## src/rtl/tx_clk_pkg.sv

```systemverilog
// tx_clk_pkg: shared definitions for the transmit clock bring-up controller.
//   - state_t      : FSM state encoding
//   - DEF_*        : default parameter values for tx_clk_mgr
//   - RETRY_W/MAX  : width and saturation value of the retry counter
package tx_clk_pkg;

    typedef enum logic [1:0] {
        RESET_DCM = 2'd0,
        WAIT_LOCK = 2'd1,
        STABLE    = 2'd2,
        RUN       = 2'd3
    } state_t;

    localparam int DEF_RST_PULSE    = 3;
    localparam int DEF_LOCK_TIMEOUT = 4096;
    localparam int DEF_LOCK_STABLE  = 16;
    localparam int DEF_CNT_W        = 13;

    localparam int RETRY_W = 4;
    localparam logic [RETRY_W-1:0] RETRY_MAX = '1;

endpackage

```

## src/rtl/sync_2ff.sv

```systemverilog
// sync_2ff: single-bit two-flop synchronizer.
//   clk : destination clock
//   rst : asynchronous active-high reset, clears both flops to 0
//   d   : asynchronous input
//   q   : synchronized output (two destination-clock edges of latency)
module sync_2ff (
    input  logic clk,
    input  logic rst,
    input  logic d,
    output logic q
);

    logic meta;

    always_ff @(posedge clk or posedge rst) begin
        if (rst) begin
            meta <= 1'b0;
            q    <= 1'b0;
        end else begin
            meta <= d;
            q    <= meta;
        end
    end

endmodule

```

## src/rtl/tx_clk_mgr.sv

```systemverilog
// tx_clk_mgr: transmit-side clock bring-up controller.
// Pulses the DCM reset, waits for lock (with timeout/retry), requires lock to
// be held for LOCK_STABLE cycles, then releases the TX-domain reset. Any lock
// drop while running re-sequences from the DCM reset.
//   txclk_in   : free-running TX reference clock (only clock)
//   reset      : asynchronous active-high reset
//   dcm_locked : DCM LOCKED, asynchronous, synchronized internally
//   dcm_rst    : DCM reset request
//   tx_reset   : TX-domain reset, high until the clock is qualified
//   tx_ready   : high while running, complement of tx_reset
//   retry_cnt  : lock-timeout retry count, saturating
//   lock_lost  : one-cycle pulse when lock drops while running
module tx_clk_mgr
    import tx_clk_pkg::*;
#(
    parameter int RST_PULSE    = DEF_RST_PULSE,
    parameter int LOCK_TIMEOUT = DEF_LOCK_TIMEOUT,
    parameter int LOCK_STABLE  = DEF_LOCK_STABLE,
    parameter int CNT_W        = DEF_CNT_W
) (
    input  logic               txclk_in,
    input  logic               reset,
    input  logic               dcm_locked,
    output logic               dcm_rst,
    output logic               tx_reset,
    output logic               tx_ready,
    output logic [RETRY_W-1:0] retry_cnt,
    output logic               lock_lost
);

    localparam logic [CNT_W-1:0] RST_LAST     = CNT_W'(RST_PULSE - 1);
    localparam logic [CNT_W-1:0] TIMEOUT_LAST = CNT_W'(LOCK_TIMEOUT - 1);
    localparam logic [CNT_W-1:0] STABLE_LAST  = CNT_W'(LOCK_STABLE - 1);

    state_t             state, state_n;
    logic [CNT_W-1:0]   cnt, cnt_n;
    logic [RETRY_W-1:0] retry_n;
    logic               lost_n;
    logic               locked_s;

    sync_2ff u_lock_sync (
        .clk (txclk_in),
        .rst (reset),
        .d   (dcm_locked),
        .q   (locked_s)
    );

    always_comb begin
        state_n = state;
        cnt_n   = cnt + 1'b1;
        retry_n = retry_cnt;
        lost_n  = 1'b0;
        case (state)
            RESET_DCM: begin
                if (cnt == RST_LAST) begin
                    state_n = WAIT_LOCK;
                    cnt_n   = '0;
                end
            end
            WAIT_LOCK: begin
                // lock seen on the last timeout cycle still counts as lock
                if (locked_s) begin
                    state_n = STABLE;
                    cnt_n   = '0;
                end else if (cnt == TIMEOUT_LAST) begin
                    state_n = RESET_DCM;
                    cnt_n   = '0;
                    if (retry_cnt != RETRY_MAX) retry_n = retry_cnt + 1'b1;
                end
            end
            STABLE: begin
                // a drop restarts the full lock window rather than the DCM
                if (!locked_s) begin
                    state_n = WAIT_LOCK;
                    cnt_n   = '0;
                end else if (cnt == STABLE_LAST) begin
                    state_n = RUN;
                    cnt_n   = '0;
                end
            end
            RUN: begin
                cnt_n = cnt;
                if (!locked_s) begin
                    state_n = RESET_DCM;
                    cnt_n   = '0;
                    lost_n  = 1'b1;
                end
            end
            default: begin
                state_n = RESET_DCM;
                cnt_n   = '0;
            end
        endcase
    end

    // outputs decode the next state so they switch on the same edge as state
    always_ff @(posedge txclk_in or posedge reset) begin
        if (reset) begin
            state     <= RESET_DCM;
            cnt       <= '0;
            dcm_rst   <= 1'b1;
            tx_reset  <= 1'b1;
            tx_ready  <= 1'b0;
            retry_cnt <= '0;
            lock_lost <= 1'b0;
        end else begin
            state     <= state_n;
            cnt       <= cnt_n;
            dcm_rst   <= (state_n == RESET_DCM);
            tx_reset  <= (state_n != RUN);
            tx_ready  <= (state_n == RUN);
            retry_cnt <= retry_n;
            lock_lost <= lost_n;
        end
    end

endmodule

```

## config.mk

```make
export PLATFORM = sky130hd
export DESIGN_NAME = tx_clk_mgr
export DESIGN_NICKNAME = d
export VERILOG_FILES = /design/src/rtl/tx_clk_pkg.sv /design/src/rtl/sync_2ff.sv /design/src/rtl/tx_clk_mgr.sv
export SDC_FILE = /design/constraint.sdc
export NUM_CORES = 1
export LEC_CHECK = 0
export CAP_MARGIN = 20
export CELL_PAD_IN_SITES_DETAIL_PLACEMENT = 0
export CELL_PAD_IN_SITES_GLOBAL_PLACEMENT = 1
export CORE_ASPECT_RATIO = 1.4
export CORE_UTILIZATION = 23
export DETAILED_ROUTE_END_ITERATION = 12
export GPL_ROUTABILITY_DRIVEN = 0
export HOLD_SLACK_MARGIN = 0.15
export PLACE_DENSITY = 0.49
export SLEW_MARGIN = 20
export SYNTH_ARGS = -nofsm -noshare
export SYNTH_HDL_FRONTEND = slang
export SYNTH_SLANG_ARGS = --single-unit
```

## constraint.sdc

```tcl
create_clock -name txclk_in -period 5.6 [get_ports txclk_in]
set_input_delay 0.56 -clock txclk_in [delete_from_list [all_inputs] [get_ports txclk_in]]
set_output_delay 0.56 -clock txclk_in [all_outputs]
set_load 0.005 [all_outputs]
```

# Word level (Yosys, flattened, before mapping)
# Cells that the tools add are included.
# op_classes
add_sub_neg	2
n_eq_ne	10
muxes	16
bitwise_logic	1
reduce_logical	3
# ops
operator	count
two-way mux 13 bit	6
one-hot mux 13 bit (4 select lines)	1
adder 13 x 1 -> 13 bit, second input constant	1
== test 13 x 12 -> 1 bit, second input constant	1
== test 13 x 2 -> 1 bit, second input constant	1
== test 13 x 4 -> 1 bit, second input constant	1
two-way mux 2 bit	6
one-hot mux 2 bit (4 select lines)	1
== test 2 bit, second input constant	3
adder 4 x 1 -> 4 bit, second input constant	1
logical NOT 2 bit	2
inequality test 2 bit, second input constant	2
inequality test 4 bit, second input constant	1
AND reduction 4 bit	1
== test 2 x 1 -> 1 bit, second input constant	1
two-way mux 1 bit	2
NOT 1 bit	1
# word_totals
ff_bits	25
in_bits	3
out_inout_bits	8
word_cells	41

# Depth between registers and ports, before layout
# Gate-level depths: netlist of run 1.
# depth
ltp_word	5
mapped_depth	7
ltp_nobuf	7

# Modules after synthesis
# Synthesis of run 1 repeated with hierarchy kept, for this count alone.
# unflattened
hier_cells	148
area_unflattened_um2	1470.2
# modules_own_cells
mod	instances	cells_each	area_each_um2	seq_area_each_um2
tx_clk_mgr	1	145	1416.4	578.1
sync_2ff	1	3	53.8	50.0

# Worst setup path after synthesis of run 1
# No wires, ideal clock.
# synth_timing
path_type	reg-to-reg
from	register cnt[0]
to	register cnt[11]
setup_ns	0.101
t_arrival_ns	1.702
required_time_ns	5.499
path_slack_ns	3.797
stages_incl_launch_ff	7
n_path_buf	0
synth_period_minus_slack_ns	1.803
cell_sequence	dfrtp_1 > ha_1 > and3_1 > a41oi_1 > a32o_2 > nor2_2 > o32ai_1
# synth_between
elab_chain_cells	4
elab_cells_between_ends	10
classes_between	1 x add/sub; 3 x eq/ne; 6 x mux
# synth_rtl
item	line	source
from (decl)	tx_clk_mgr.sv:36	logic [CNT_W-1:0] cnt, cnt_n;
from (signal assigned)	tx_clk_mgr.sv:108	cnt <= cnt_n;
adder 13 x 1 -> 13 bit (tied with other cells)	tx_clk_mgr.sv:50	cnt_n = cnt + 1'b1;
two-way mux 13 bit, on equally long branches	tx_clk_mgr.sv:76, tx_clk_mgr.sv:65	
two-way mux 13 bit, on equally long branches	tx_clk_mgr.sv:73, tx_clk_mgr.sv:62	
one-hot mux 13 bit (4 select lines) (*)	tx_clk_mgr.sv:53	case (state)
# Every way passes the cells marked *; elsewhere a longest branch is shown, timed or not.
# A chain may end at the register's enable or synchronous reset.

# Final worst setup path of run 1
# layout_timing
from	register cnt[1]
to	register cnt[11]
# The elaborated chain is that of the path after synthesis.

==> flow_summary.ini, run 1 <==
[setup_path]
crit_slowest_cell = dfrtp_1
start_kind = flop
cp.arrival_ns = 2.25
r2r_start = cnt[1]
crit_required_ns = 5.74
path_class = flop to flop
worstReg2RegEnd = cnt[11]
critical-path-top-delay-family = compound AO/OA/AOI/OAI gates
rrSetupSlack_ns = 3.49
path_max_fanout = 9
path_buf_inv = 0
worstSetupEndpointType = flop
path_cells = ha_1 -> and3_1 -> a41oi_1 -> a32o_2 -> nor3_4 -> o32ai_1
r2r_cells = 6
slowest_delay_ns = 0.41

[floorplan]
initial_core_util_pct = 24.0
rows = 31
num_io_pins = 11
dieArea_um2 = 5680
die_w_um = 64.0
core_um2 = 5160
die_h_um = 88.7

[clocking]
post_cts_buffers = 0
cts_resized = 0
cts_root_buf = clkbuf_8
cts.sinks = 25
path_clk_slew_ns = 0.09
htreeDepth = 1
ctsLongestPathBuffers = 2
cts_tree = yes
postCtsHoldBufs = 0
clk_latency_ns = 0.26
cts_buffers = 3

[global_routing]
antenna_found_initial = 0
grt_use_met1_pct = 11.2
grt_pass1_vias = 955
grt_pass1_wl_mm = 4.47
grt_max_degree = 26
met2_usage_pct = 20.3
grtUsageTotal_pct = 10.5
grt_overflow_total = 0
met3_usage_pct = 1.93
top_usage_layer = met2

[placement]
place_inst = 198
io_buffer_count = 10
place_area_um2 = 1410
dp_hpwl_mm = 2.00
post-place-ws_ns = 3.47

[layout]
final_cell_mix = dfrtp_1 (23), nor2_1 (16), nand2_1 (12)
final_util_pct = 28.7
top_register = cnt
drive_gt1_share_pct = 10.2
finalInstanceArea_um2 = 1480
antenna_cells = 0
layout.cells.non_filler = 203
reg_top3 = cnt: 13 flops, retry_cnt: 4 flops, state: 2 flops
nets = 144
largest_reg_flops = 13
mostFrequentLayoutCell = dfrtp_1
area_delta_synth_final_pct = 19.9

[power]
p_clk_share_pct = 22.8
p_leak_nw = 0.632
power.net_switching_mw = 0.165
switching_share_pct = 34.9
sequentialPowerShare_pct = 48.5
pwr-share-comb_pct = 28.7
internal-power_mw = 0.308
vdd_ir_drop_max_mv = 0.0778
total_power_mw = 0.472
p_per_area_nw_per_um2 = 318

[sta]
fin_worst_skew_ns = 0.00143
fin_crit_ns = 2.11
rsz0062_at_grt = false
worstMarginPinSlew_ns = 0.544
final_max_slew_viol_count = 0
max_freq_ghz = 0.473
setup_viol = 0
finalHoldViolations = 0
fin_crit_sh_pct = 37.8
fin_tns_setup_ns = 0
timing.hold.ws_ns = 0.356
setup_ws_ns = 3.49
max_slew_margin_pct = 63.5

[yosys]
ys_types = 36
yosysSeqAreaShare_pct = 50.8
syn-num-nets = 130
ys_ff_latch = 25
yosysWarningCount = 0
synth_cells = 124
synth_area_um2 = 1240
synthesis.area_per_instance_um2 = 9.97

[job]
maxCapViolCount = 0

[detailed_routing]
vias = 942
routedWlPerCell_um = 13.3
vias_per_cell = 4.64
drc_errors = 0
first_pass_iters = 2
drtAntennaViolNets = 0
totalWireLength_mm = 2.70
drt_iter0_markers = 11

[worst_hold_path]
hold_start = u_lock_sync.meta
min_delay_path_depth = 0
holdPathEnd = u_lock_sync.q
worstHoldPathType = flop to flop

[outcome]
outcome = finished clean
[power groups by stage]
stage / Combinational, mW / Clock [mW] / Sequential [mW]
finish: 0.136 / 0.107 / 0.229
global route: 0.151 / 0.122 / 0.233
CTS: 0.136 / 0.113 / 0.229
detailed placement: 0.135 / 0 / 0.233
global placement: 0.133 / 0 / 0.233
floorplan: 0.0971 / 0 / 0.224
[layout make-up]
cell class              instances  area [um2]
fillers                       544        3680
flip-flops and latches         25         628
multi-input cells              90         573
repair buffers                 11         128
well taps                      66        82.6
clock buffers                   4        45.0
inverters                       7        26.3
[routing by layer]
layer | wire length, um | vias up
met4 | 44 | 0
met5 | 0 | -
met2 | 1470 | 8
li1 | - | 458
met3 | 44 | 4
met1 | 1140 | 472
[cell families (layout without fill, tap and decap cells)]
group                    count (synthesis)  count (layout)  share of synthesized area (%)
XOR/XNOR                                 9               9                           6.38
buffers and inverters                    9              22                           2.83
flip-flops                              25              25                           50.8
adder cells (fa/ha/maj)                  3               3                           3.04
AND/OR/NAND/NOR                         61              61                           27.9
multiplexers                             1               1                          0.911
AO/OA/AOI/OAI                           16              16                           8.10
[worst max-delay path by stage]
stage	startpoint	end	slack (ns)	cells after the start
floorplan	cnt[0]	cnt[11]	3.80	6
global route	cnt[1]	cnt[11]	3.37	6
CTS	cnt[1]	cnt[11]	3.46	6
detailed placement	cnt[1]	cnt[11]	3.47	6
global placement	cnt[1]	cnt[11]	3.52	6
finish	cnt[1]	cnt[11]	3.49	6
[synth_stat cells]
cell      number  share of area [%]
a21oi_1        3                1.2
a32o_2         1               0.91
a41oi_1        1               0.71
and3_1         2                1.0
and4_1         1               0.71
buf_2          1               0.40
clkbuf_1       1               0.30
dfrtp_1       23                 47
dfstp_2        2                4.3
ha_1           3                3.0
inv_1          7                2.1
mux2_2         1               0.91
nand2_1       12                3.6
nand2b_1       1               0.51
nand3_1       10                4.0
nand3b_1       1               0.61
nand4_1        3                1.5
nand4_2        1                1.0
nor2_1        16                4.9
nor2_2         1               0.51
nor2b_1        1               0.51
nor3_1         3                1.2
nor3_2         1               0.81
nor3_4         1                1.3
nor3b_1        3                1.8
nor4_1         1               0.51
nor4_2         1                1.0
nor4_4         1                1.7
o21ai_0        6                2.4
o21ai_1        2               0.81
o311ai_1       1               0.71
o31ai_1        1               0.61
o32ai_1        1               0.71
or4_1          1               0.61
xnor2_1        4                2.8
xor2_1         5                3.5
(Power assumes the default switching activity.)
==> run 2, diff against run 1 <==
PLACE_DENSITY = 0.51   (was 0.49)
clock period = 1.8 ns   (was 5.6 ns; I/O delays follow)
==> flow_summary.ini, run 2 (same netlist as run 1, synthesis figures left out) <==
[global_routing]
grt_pass1_vias = 1079
grt_use_met1_pct = 12.6
grt_pass1_wl_mm = 5.09
met2_usage_pct = 23.3
grt_max_degree = 26
grtUsageTotal_pct = 11.7
grt_overflow_total = 0
antenna_found_initial = 0
top_usage_layer = met2
met3_usage_pct = 1.55

[setup_path]
crit_required_ns = 1.96
cp.arrival_ns = 1.96
start_kind = flop
worstSetupEndpointType = flop
path_class = flop to flop
path_max_fanout = 6

[clocking]
path_clk_slew_ns = 0.09
cts_buffers = 3
htreeDepth = 1
cts.sinks = 25
clk_latency_ns = 0.27
cts_tree = yes
postCtsHoldBufs = 0
cts_root_buf = clkbuf_8
ctsLongestPathBuffers = 2

[floorplan]
die_h_um = 88.7
num_io_pins = 11
die_w_um = 64.0
rows = 31
initial_core_util_pct = 24.0
dieArea_um2 = 5680
core_um2 = 5160

[placement]
place_inst = 225
io_buffer_count = 10
dp_hpwl_mm = 2.24
post-place-ws_ns = -0.154

[detailed_routing]
vias = 1050
totalWireLength_mm = 2.96
drc_errors = 0
vias_per_cell = 4.51
drtAntennaViolNets = 0
routedWlPerCell_um = 12.7
first_pass_iters = 4
drt_iter0_markers = 23

[layout]
antenna_cells = 0
area_delta_synth_final_pct = 41.0
layout.cells.non_filler = 233
nets = 174
reg_top3 = cnt: 13 flops, retry_cnt: 4 flops, state: 2 flops
final_cell_mix = buf_4 (30), dfrtp_1 (22), nor2_1 (16)
drive_gt1_share_pct = 31.1
top_register = cnt
final_util_pct = 33.8
mostFrequentLayoutCell = buf_4
largest_reg_flops = 13

[sta]
fin_crit_ns = 1.80
fin_tns_setup_ns = 0
setup_viol = 0
fin_crit_sh_pct = 99.8
worstMarginPinSlew_ns = 0.471
timing.hold.ws_ns = 0.254
rsz0062_at_grt = true
fin_worst_skew_ns = 0.00623
final_max_slew_viol_count = 0
finalHoldViolations = 0
max_freq_ghz = 0.557
max_slew_margin_pct = 68.4
setup_ws_ns = 0.00394

[power]
vdd_ir_drop_max_mv = 0.346
p_leak_nw = 0.786
p_per_area_nw_per_um2 = 986

[worst_hold_path]
worstHoldPathType = input pin to async pin

[outcome]
outcome = finished clean

[job]
maxCapViolCount = 0
run 2: cell types whose count changed in the layout (fill, tap and decap cells not counted), sizes merged:
cell and delta:
inv +1, buf +30, clkinv -1
run 2: metal layers:
| layer | vias to the layer above | share of wire (%) | routed length [um] |
|---|---|---|---|
| met5 | - | 0 | 0 |
| met3 | 2 | 1.3 | 38 |
| met4 | 0 | 0.47 | 14 |
| met2 | 7 | 57 | 1670 |
| li1 | 525 | - | - |
| met1 | 516 | 42 | 1230 |
run 2: power breakdown:
part	leakage (nW)	total, mW	internal (mW)	switching, mW
clock network	0.0228	0.341	0.158	0.182
logic	0.433	0.648	0.333	0.315
registers	0.331	0.730	0.640	0.0898
total	0.786	1.72	1.13	0.587
run 2: timing repair:
item	4_1_cts	5_1_grt
setup buffers	2	2
pin swaps	1	2
endpoints found under the hold margin	0	0
setup endpoints to repair	8	13
gates resized for setup	4	7
run 2: through the flow:
step | total power, mW | cell area [um2]
after floorplan | 1.00 | 1240
after detailed placement | 1.30 | 1620
after global routing | 1.83 | 1740
after global placement | 1.29 | 1620
final | 1.72 | 1740
after CTS | 1.69 | 1690
run 2: final timing paths:
| check | start | endpoint | slack [ns] | cells past startpoint |
|---|---|---|---|---|
| max | cnt[4] | cnt[12] | 0.004 | 7 |
| min | reset | cnt[12] | 0.25 | 3 |
| max reg2reg | cnt[4] | cnt[12] | 0.004 | 7 |
| min reg2reg | u_lock_sync.meta | u_lock_sync.q | 0.36 | 0 |
| max in group asynchronous | reset | tx_reset | 1.24 | 3 |
| min in group txclk_in | dcm_locked | u_lock_sync.meta | 0.34 | 1 |
run 2: area by class of cell:
| class | count | area (um2) |
|---|---|---|
| clock buffer | 4 | 45.0 |
| timing repair buffer | 41 | 337 |
| multi-input combinational | 90 | 623 |
| sequential | 25 | 629 |
| tap | 66 | 82.6 |
| inverter | 7 | 26.3 |
| fill | 533 | 3420 |
run 2: worst max-delay path, stage by stage, from the launching register on:
cell	delay, ns
dfrtp_1	0.42
nor4_2	0.28
buf_4	0.16
a41oi_2	0.12
a32o_2	0.33
nor3_4	0.16
buf_6	0.15
o21ai_1	0.07
==> run 3, diff against run 2 <==
CORE_UTILIZATION = 39   (was 23)
PLACE_DENSITY = not set   (was 0.51)
PLACE_DENSITY_LB_ADDON = 0.1   (was not set)
==> flow_summary.ini, run 3 (same netlist as run 1, synthesis figures left out) <==
[global_routing]
antenna_found_initial = 0
grt_pass1_wl_mm = 4.61
grt_overflow_total = 0
grt_max_degree = 26
grt_pass1_vias = 1013
grtUsageTotal_pct = 18.0

[layout]
antenna_cells = 0
final_cell_mix = buf_4 (28), dfrtp_1 (23), nor2_1 (16)
n_fill_cell = 269
nets = 171
largest_reg_flops = 13
mostFrequentLayoutCell = buf_4
drive_gt1_share_pct = 28.7
reg_top3 = cnt: 13 flops, retry_cnt: 4 flops, state: 2 flops
top_register = cnt
area_delta_synth_final_pct = 36.4

[sta]
timing.hold.ws_ns = 0.247
fin_crit_ns = 1.81
max_freq_ghz = 0.552
fin_crit_sh_pct = 101
finalHoldViolations = 0
worstMarginPinSlew_ns = 0.429
max_slew_margin_pct = 71.3
setup_viol = 2
setup_ws_ns = -0.0124
fin_worst_skew_ns = 0.00524
rsz0062_at_grt = true
final_max_slew_viol_count = 0

[setup_path]
worstSetupEndpointType = flop
path_max_fanout = 5
path_class = flop to flop
start_kind = flop
crit_required_ns = 1.95
cp.arrival_ns = 1.97

[detailed_routing]
drtAntennaViolNets = 0
vias_per_cell = 5.10
first_pass_iters = 4
totalWireLength_mm = 2.65
routedWlPerCell_um = 13.2
drc_errors = 0
drt_iter0_markers = 24
vias = 1025

[power]
power.net_switching_mw = 0.571
total_power_mw = 1.71
switching_share_pct = 33.5
p_per_area_nw_per_um2 = 1010
vdd_ir_drop_max_mv = 0.632
p_leak_nw = 0.774
sequentialPowerShare_pct = 42.2
p_clk_share_pct = 19.8
internal-power_mw = 1.13
pwr-share-comb_pct = 38.0

[floorplan]
dieArea_um2 = 3400
initial_core_util_pct = 42.1
rows = 23
core_um2 = 2940
die_w_um = 49.6
num_io_pins = 11
die_h_um = 68.6

[outcome]
outcome = finished, violations left
violations = negative setup slack

[job]
maxCapViolCount = 0

[clocking]
path_clk_slew_ns = 0.09
cts_buffers = 3
clk_latency_ns = 0.27
ctsLongestPathBuffers = 2
htreeDepth = 1
cts_root_buf = clkbuf_8
cts_tree = yes
cts.sinks = 25

[worst_hold_path]
worstHoldPathType = input pin to async pin

[placement]
post-place-ws_ns = -0.0303
io_buffer_count = 10
dp_hpwl_mm = 2.00
## run 3: timing repair
action	in CTS	in global routing
gates resized for setup	3	7
gates cloned	0	0
buffers inserted	2	2
hold buffers	0	0
pin swaps	1	3
setup endpoints to repair	2	16
## run 3: power groups by stage
stage / logic [mW] / registers [mW] / clock network (mW)
5_1_grt: 0.725 / 0.734 / 0.370
6_report: 0.648 / 0.720 / 0.337
2_1_floorplan: 0.305 / 0.699 / 0
3_3_place_gp: 0.546 / 0.721 / 0
4_1_cts: 0.592 / 0.708 / 0.349
3_5_place_dp: 0.549 / 0.722 / 0
## run 3: metal layers
metal | wire length, um | up-vias | global-route usage, %
met2 | 1430 | 7 | 32.8
met4 | 34 | 0 | 6.43
met3 | 34 | 4 | 2.63
met1 | 1160 | 496 | 21.7
met5 | 0 | - | 0
li1 | - | 518 | -
## run 3: through the flow
step                      TNS (ns)  cell area [um2]  utilization [%]  instances
after global routing         -1.38             1690             57.5        201
final                      -0.0212             1690             57.5        201
after global placement           0             1560             53.2        193
after floorplan                  0             1240                -        124
after CTS                        0             1640             55.8        199
after detailed placement   -0.0303             1560             53.2        193
## run 3: worst paths after layout
path	slack, ns	from	to	cells after the start
max	-0.01	cnt[11]	cnt[11]	7
min	0.25	reset	cnt[3]	3
max reg2reg	-0.01	cnt[11]	cnt[11]	7
min reg2reg	0.36	u_lock_sync.meta	u_lock_sync.q	0
max in group asynchronous	1.26	reset	dcm_rst	3
min in group txclk_in	0.34	dcm_locked	u_lock_sync.meta	1
## run 3: critical path, stage by stage (launching register included)
cell and delay [ns]:
dfrtp_1 0.40, nor4_2 0.30, buf_4 0.16, a41oi_2 0.12, a32o_2 0.34, nor3_4 0.14, buf_4 0.17, o32ai_2 0.06
## run 3: area by class of cell
type	count	area, um2	share of cell area (%)
Multi-Input combinational cell	90	631	37.4
Sequential cell	25	628	37.2
Timing Repair Buffer	38	310	18.4
Tap cell	37	46.3	2.74
Clock buffer	4	45.0	2.67
Inverter	7	26.3	1.56
